File: src/rtl/fifo_pkg.sv
// Shared types and helpers for the programmable FIFO.
package fifo_pkg;

  // Read-port behaviour: registered standard read or first-word-fall-through
  typedef enum logic {
    FIFO_STD,
    FIFO_FWFT
  } fifo_mode_e;

  // Width needed to hold an occupancy value in the range 0..depth
  function automatic int cnt_w(input int depth);
    return $clog2(depth + 1);
  endfunction

endpackage

File: src/rtl/fifo_prog_if.sv
// Producer/consumer bundle for fifo_prog; clock and reset are kept outside.
interface fifo_prog_if #(
  parameter int FIFO_WIDTH = 16,
  parameter int FIFO_DEPTH = 8
);
  localparam int CNT_W = fifo_pkg::cnt_w(FIFO_DEPTH);

  logic                  flush;
  logic                  wr_en;
  logic [FIFO_WIDTH-1:0] data_in;
  logic                  rd_en;
  logic [CNT_W-1:0]      af_thresh;
  logic [CNT_W-1:0]      ae_thresh;

  logic [FIFO_WIDTH-1:0] data_out;
  logic                  rd_valid;
  logic                  wr_ack;
  logic                  overflow;
  logic                  underflow;
  logic                  full;
  logic                  empty;
  logic                  almostfull;
  logic                  almostempty;
  logic [CNT_W-1:0]      count;

  modport master (
    output flush, wr_en, data_in, rd_en, af_thresh, ae_thresh,
    input  data_out, rd_valid, wr_ack, overflow, underflow,
           full, empty, almostfull, almostempty, count
  );

  modport slave (
    input  flush, wr_en, data_in, rd_en, af_thresh, ae_thresh,
    output data_out, rd_valid, wr_ack, overflow, underflow,
           full, empty, almostfull, almostempty, count
  );

endinterface

File: src/rtl/fifo_mem.sv
// Storage array for the FIFO: one synchronous write port, one asynchronous read port.
module fifo_mem #(
  parameter int FIFO_WIDTH = 16,
  parameter int FIFO_DEPTH = 8
) (
  input  logic                          clk,
  input  logic                          we,
  input  logic [$clog2(FIFO_DEPTH)-1:0] wr_addr,
  input  logic [FIFO_WIDTH-1:0]         wr_data,
  input  logic [$clog2(FIFO_DEPTH)-1:0] rd_addr,
  output logic [FIFO_WIDTH-1:0]         rd_data
);

  logic [FIFO_WIDTH-1:0] mem [FIFO_DEPTH];

  // Contents are never cleared; pointers alone decide what is valid
  always_ff @(posedge clk) begin
    if (we) begin
      mem[wr_addr] <= wr_data;
    end
  end

  assign rd_data = mem[rd_addr];

endmodule

File: src/rtl/fifo_prog.sv
// Parametrised synchronous FIFO with occupancy count, programmable
// almost-full/almost-empty thresholds, flush and STD/FWFT read modes.
module fifo_prog
  import fifo_pkg::*;
#(
  parameter int         FIFO_WIDTH = 16,
  parameter int         FIFO_DEPTH = 8,
  parameter fifo_mode_e MODE       = FIFO_STD
) (
  input logic        clk,
  input logic        rst,
  fifo_prog_if.slave bus
);

  localparam int CNT_W  = cnt_w(FIFO_DEPTH);
  localparam int ADDR_W = $clog2(FIFO_DEPTH);
  localparam logic [ADDR_W-1:0] LAST_ADDR = ADDR_W'(FIFO_DEPTH - 1);
  localparam logic [CNT_W-1:0]  DEPTH_CNT = CNT_W'(FIFO_DEPTH);

  logic [ADDR_W-1:0]     wr_ptr;
  logic [ADDR_W-1:0]     rd_ptr;
  logic [CNT_W-1:0]      count_q;
  logic                  wr_ack_q;
  logic                  overflow_q;
  logic                  underflow_q;
  logic                  full_c;
  logic                  empty_c;
  logic                  wr_go;
  logic                  rd_go;
  logic                  mem_we;
  logic [FIFO_WIDTH-1:0] rd_data;

  // Explicit wrap so that non-power-of-2 depths work
  function automatic logic [ADDR_W-1:0] ptr_next(input logic [ADDR_W-1:0] p);
    return (p == LAST_ADDR) ? '0 : p + ADDR_W'(1);
  endfunction

  assign full_c  = (count_q == DEPTH_CNT);
  assign empty_c = (count_q == '0);

  // A read frees a slot in the same edge, so a full FIFO still accepts a write alongside a read
  assign rd_go  = bus.rd_en & ~empty_c;
  assign wr_go  = bus.wr_en & (~full_c | rd_go);
  assign mem_we = wr_go & ~bus.flush & ~rst;

  fifo_mem #(
    .FIFO_WIDTH(FIFO_WIDTH),
    .FIFO_DEPTH(FIFO_DEPTH)
  ) u_mem (
    .clk    (clk),
    .we     (mem_we),
    .wr_addr(wr_ptr),
    .wr_data(bus.data_in),
    .rd_addr(rd_ptr),
    .rd_data(rd_data)
  );

  // Pointer and occupancy tracking; flush empties the FIFO exactly like reset
  always_ff @(posedge clk) begin
    if (rst || bus.flush) begin
      wr_ptr  <= '0;
      rd_ptr  <= '0;
      count_q <= '0;
    end else begin
      if (wr_go) begin
        wr_ptr <= ptr_next(wr_ptr);
      end
      if (rd_go) begin
        rd_ptr <= ptr_next(rd_ptr);
      end
      case ({wr_go, rd_go})
        2'b10:   count_q <= count_q + CNT_W'(1);
        2'b01:   count_q <= count_q - CNT_W'(1);
        default: count_q <= count_q;
      endcase
    end
  end

  // One-cycle handshake pulses reporting what happened to last cycle's requests
  always_ff @(posedge clk) begin
    if (rst || bus.flush) begin
      wr_ack_q    <= 1'b0;
      overflow_q  <= 1'b0;
      underflow_q <= 1'b0;
    end else begin
      wr_ack_q    <= wr_go;
      overflow_q  <= bus.wr_en & ~wr_go;
      underflow_q <= bus.rd_en & ~rd_go;
    end
  end

  assign bus.wr_ack      = wr_ack_q;
  assign bus.overflow    = overflow_q;
  assign bus.underflow   = underflow_q;
  assign bus.count       = count_q;
  assign bus.full        = full_c;
  assign bus.empty       = empty_c;
  assign bus.almostfull  = (count_q >= bus.af_thresh);
  assign bus.almostempty = (count_q <= bus.ae_thresh);

  generate
    if (MODE == FIFO_STD) begin : g_std
      logic [FIFO_WIDTH-1:0] dout_q;
      logic                  rvalid_q;

      // Registered read: data appears the cycle after an accepted read; flush keeps the last word
      always_ff @(posedge clk) begin
        if (rst) begin
          dout_q   <= '0;
          rvalid_q <= 1'b0;
        end else if (bus.flush) begin
          rvalid_q <= 1'b0;
        end else if (rd_go) begin
          dout_q   <= rd_data;
          rvalid_q <= 1'b1;
        end else begin
          rvalid_q <= 1'b0;
        end
      end

      assign bus.data_out = dout_q;
      assign bus.rd_valid = rvalid_q;
    end else begin : g_fwft
      assign bus.data_out = rd_data;
      assign bus.rd_valid = ~empty_c;
    end
  endgenerate

endmodule
File: src/flat_wrapper.sv
// flat-port wrapper written by rule: the top's interface ports become plain ports
module fifo_prog_flat import fifo_pkg::*;
#(
  parameter int         FIFO_WIDTH = 16,
  parameter int         FIFO_DEPTH = 8,
  parameter fifo_mode_e MODE       = FIFO_STD
)
  (clk, rst, bus_flush, bus_wr_en, bus_data_in, bus_rd_en, bus_af_thresh, bus_ae_thresh, bus_data_out, bus_rd_valid, bus_wr_ack, bus_overflow, bus_underflow, bus_full, bus_empty, bus_almostfull, bus_almostempty, bus_count);
  fifo_prog_if #(.FIFO_WIDTH(FIFO_WIDTH), .FIFO_DEPTH(FIFO_DEPTH)) bus_i ();
  input logic clk;
  input logic rst;
  input wire logic [$bits(bus_i.flush)-1:0] bus_flush;
  input wire logic [$bits(bus_i.wr_en)-1:0] bus_wr_en;
  input wire logic [$bits(bus_i.data_in)-1:0] bus_data_in;
  input wire logic [$bits(bus_i.rd_en)-1:0] bus_rd_en;
  input wire logic [$bits(bus_i.af_thresh)-1:0] bus_af_thresh;
  input wire logic [$bits(bus_i.ae_thresh)-1:0] bus_ae_thresh;
  output wire logic [$bits(bus_i.data_out)-1:0] bus_data_out;
  output wire logic [$bits(bus_i.rd_valid)-1:0] bus_rd_valid;
  output wire logic [$bits(bus_i.wr_ack)-1:0] bus_wr_ack;
  output wire logic [$bits(bus_i.overflow)-1:0] bus_overflow;
  output wire logic [$bits(bus_i.underflow)-1:0] bus_underflow;
  output wire logic [$bits(bus_i.full)-1:0] bus_full;
  output wire logic [$bits(bus_i.empty)-1:0] bus_empty;
  output wire logic [$bits(bus_i.almostfull)-1:0] bus_almostfull;
  output wire logic [$bits(bus_i.almostempty)-1:0] bus_almostempty;
  output wire logic [$bits(bus_i.count)-1:0] bus_count;
  assign bus_i.flush = bus_flush;
  assign bus_i.wr_en = bus_wr_en;
  assign bus_i.data_in = bus_data_in;
  assign bus_i.rd_en = bus_rd_en;
  assign bus_i.af_thresh = bus_af_thresh;
  assign bus_i.ae_thresh = bus_ae_thresh;
  assign bus_data_out = bus_i.data_out;
  assign bus_rd_valid = bus_i.rd_valid;
  assign bus_wr_ack = bus_i.wr_ack;
  assign bus_overflow = bus_i.overflow;
  assign bus_underflow = bus_i.underflow;
  assign bus_full = bus_i.full;
  assign bus_empty = bus_i.empty;
  assign bus_almostfull = bus_i.almostfull;
  assign bus_almostempty = bus_i.almostempty;
  assign bus_count = bus_i.count;
  fifo_prog #(.FIFO_WIDTH(FIFO_WIDTH), .FIFO_DEPTH(FIFO_DEPTH), .MODE(MODE)) u_core (.clk(clk), .rst(rst), .bus(bus_i));
endmodule
File: config.mk
export PLATFORM = sky130hd
export DESIGN_NAME = fifo_prog_flat
export DESIGN_NICKNAME = d
export VERILOG_FILES = /design/src/rtl/fifo_pkg.sv /design/src/rtl/fifo_prog_if.sv /design/src/rtl/fifo_mem.sv /design/src/rtl/fifo_prog.sv /design/src/flat_wrapper.sv
export SDC_FILE = /design/constraint.sdc
export NUM_CORES = 1
export LEC_CHECK = 0
export BUFFER_PORTS_ARGS = -buffer_cell sky130_fd_sc_hd__buf_2
export CORE_AREA = 8 8 86 165
export DETAILED_ROUTE_END_ITERATION = 16
export DIE_AREA = 0 0 94 173
export PLACE_DENSITY_LB_ADDON = 0.15
export SETUP_SLACK_MARGIN = 0.5
export SLEW_MARGIN = 20
export SYNTH_ARGS = -nofsm -noshare
export SYNTH_HDL_FRONTEND = slang
export SYNTH_HIERARCHICAL = 1
export SYNTH_SLANG_ARGS = --single-unit
File: constraint.sdc
create_clock -name clk -period 7.72 [get_ports clk]
set_clock_uncertainty 0.15 [all_clocks]
set_input_delay 0.772 -clock clk [delete_from_list [all_inputs] [get_ports clk]]
set_output_delay 0.772 -clock clk [all_outputs]
set_load 0.02 [all_outputs]
==> flow_summary.yaml <==
run_status:
  outcome: "completed"
power:
  power-per-cell-area_nw_per_um2: 253
  vdd.ir_drop.worst_mv: 0.314
  power.internal_mw: 1.51
  pwr-share-clk: 0.464
  p_sw_mw: 0.397
  p_sw_frac: 0.208
  power_mw: 1.91
  leakage_nw: 2.72
  power_frac_seq: 0.489
  p_comb_frac: 0.046
floorplan:
  die_y_um: 173
  rows: 57
  die-area_um2: 16300
  die_x_um: 94
  io_pins: 57
  core_um2: 12000
  initial_core_util: 0.542
synthesis:
  synthAdderAreaFrac: 0.0301
  synth_mux_area_frac: 0.158
  syn-num-nets: 420
  synthSimpleGateAreaFrac: 0.0597
  synth_xor_xnor_area_share: 0.00405
  synthArstFlopShare: 0
  synth_edf_count: 128
  synth_largest_area_cell: "edfxtp_1"
  synth_top_family_by_area: "multiplexers"
  ys_seq_elements: 158
  syn_inst: 376
  synthFlopType: "edfxtp_1"
  ys_seq_area_frac: 0.685
  synth_area_um2: 6490
  synth_area_leaders: "edfxtp_1, mux4_1, dfxtp_1"
  synth_top_area_frac: 0.592
  avgSynthCellArea_um2: 17.3
  synth_compound_area_frac: 0.0374
  synth_cell_types: 44
  ys_warn_count: 6
timing:
  hold_viol_final: 0
  fin_crit_sh: 0.404
  worstMarginPinSlew_ns: 1.06
  timing.setup.tns_ns: 0
  whs_ns: 0.302
  relSlewSlack: 0.289
  rsz0062_at_grt: "no"
  max_freq_mhz: 321
  finalCriticalPeriod_ns: 3.12
  setup_ws_ns: 4.60
  setup_viol: 0
  slew_viol_final: 0
routing:
  drt_wl_total_um: 12700
  drc_errors: 0
  drt_iter0_drc: 206
  antenna_left: 0
  avgViaCountPerCell: 5.67
  num_vias: 3413
  wire_per_inst_um: 21.1
  drt_pass1_iterations: 4
worst_setup_path:
  crit_type: "reg -> out"
  critPathCaptureType: "output pin"
  cp.arrival_ns: 2.20
  startpoint_type: "flip-flop"
  path_max_fanout: 9
  required_ns: 6.80
clocking:
  postCtsSetupBuffers: 0
  hold_buffers: 0
  clock_latency_ns: 0.42
  clock_path_buffers: 2
  clock-sinks: 158
  ctsResizeCount: 0
  cts_buffers: 17
  cts_tree: "done"
  clkTransAtPathRegs_ns: 0.06
  ctsRootBufferMaster: "clkbuf_16"
  h-tree-depth: 4
cells_and_area:
  drive_gt1_frac: 0.277
  nNetsFinal: 486
  num_antenna_cells: 0
  n_fill_cell: 871
  area_delta_synth_final_pct: 16.2
placed_design:
  detailed_place_hpwl_um: 8590
  io_buffers: 56
  dp_slack_ns: 4.80
  place.gp.congestion: 0.744
global_routing:
  antenna_found_initial: 0
  grt.total_usage: 0.166
  grt_overflow: 0
  grt_pass1_vias: 3606
  grt_pass1_wl_um: 19900
  grt_max_degree: 36
flow_run:
  drv_cap: 0
worst_hold_path:
  hold_class: "reg -> reg"
-- flip-flops by register name, indices dropped and copies added (netlist names) --
register and flops:
u_core/bus.count 4, u_core/wr_ptr 3, u_core/bus.wr_ack 1, u_core/rd_ptr 3
u_core/bus.data_out 16, u_core/bus.underflow 1, u_core/bus.overflow 1, u_core/u_mem/mem 128
u_core/bus.rd_valid 1
-- worst paths after layout --
check | from | to | slack (ns) | depth (start not counted)
worst max-delay path | u_core/bus.count[0]$_SDFFE_PP0P_ | bus_almostfull | 4.60 | 7
worst min-delay path | u_core/bus.data_out[15]$_SDFFE_PP0P_ | u_core/bus.data_out[15]$_SDFFE_PP0P_ | 0.30 | 2
worst max register to register | u_core/bus.count[1]$_SDFFE_PP0P_ | u_core/bus.count[3]$_SDFFE_PP0P_ | 5.01 | 8
worst min register to register | u_core/bus.data_out[15]$_SDFFE_PP0P_ | u_core/bus.data_out[15]$_SDFFE_PP0P_ | 0.30 | 2
-- layout by cell type (no fill, tap or decap), drive strengths merged, types with 2 or more instances in the layout --
master,count
or2,3
xnor2,3
a21oi,21
mux2i,2
nand3,5
a21o,3
edfxtp,128
clkbuf,18
o21a,2
buf,66
o21ai,5
nor3,5
clkinvlp,2
inv,17
mux4,32
ha,14
bufinv,4
mux2,16
nand2,39
dfxtp,30
nand2b,5
a211oi,2
nor2,18
-- routing by layer --
metal	track usage	part of all wire
met5	0	0
met4	0.0680	0.013
met3	0.0377	0.030
met2	0.293	0.56
met1	0.182	0.39
-- layout make-up --
class	count	area, um^2	share of cell area
clock buffers	18	429	0.0569
clock inverters	14	204	0.0270
inverters	10	37.5	0.00498
multi-input cells	189	1890	0.250
flip-flops and latches	158	4440	0.589
well taps	147	184	0.0244
repair buffers	66	355	0.0471
-- critical path, stage by stage (launching register included) --
cell and delay (ns):
dfxtp_1 0.54, inv_1 0.17, ha_1 0.29, nand2b_1 0.14, a21o_1 0.17, a21o_1 0.17
a21o_1 0.16, buf_2 0.15
-- power by group through the flow --
stage               registers (mW)  clock network [mW]  logic [mW]
finish                       0.934               0.886      0.0885
CTS                          0.934               0.902      0.0900
global placement             0.952                   0      0.0860
floorplan                    0.956                   0      0.0526
global route                 0.935               0.936      0.0966
detailed placement           0.952                   0      0.0895
-- cell families (layout without fill, tap and decap cells) --
group / after synthesis / in the layout
AND/OR/NAND/NOR: 85 / 85
AO/OA/AOI/OAI: 36 / 36
multiplexers: 50 / 50
adder cells (fa/ha/maj): 15 / 15
flip-flops: 158 / 158
buffers and inverters: 29 / 108
XOR/XNOR: 3 / 3
-- synth_stat cells (all sizes together) (10+ instances only) --
master,n
ha,14
dfxtp,30
mux2,16
inv,10
a21oi,21
nand2,39
mux4,32
buf,14
edfxtp,128
nor2,18
-- through the flow --
step / instances / util / instance area, um^2
after floorplan: 376 / - / 6490
after global placement: 570 / 0.577 / 6910
after detailed placement: 570 / 0.577 / 6910
after CTS: 602 / 0.629 / 7540
after global routing: 602 / 0.629 / 7540
final: 602 / 0.629 / 7540
(Power assumes the default switching activity.)
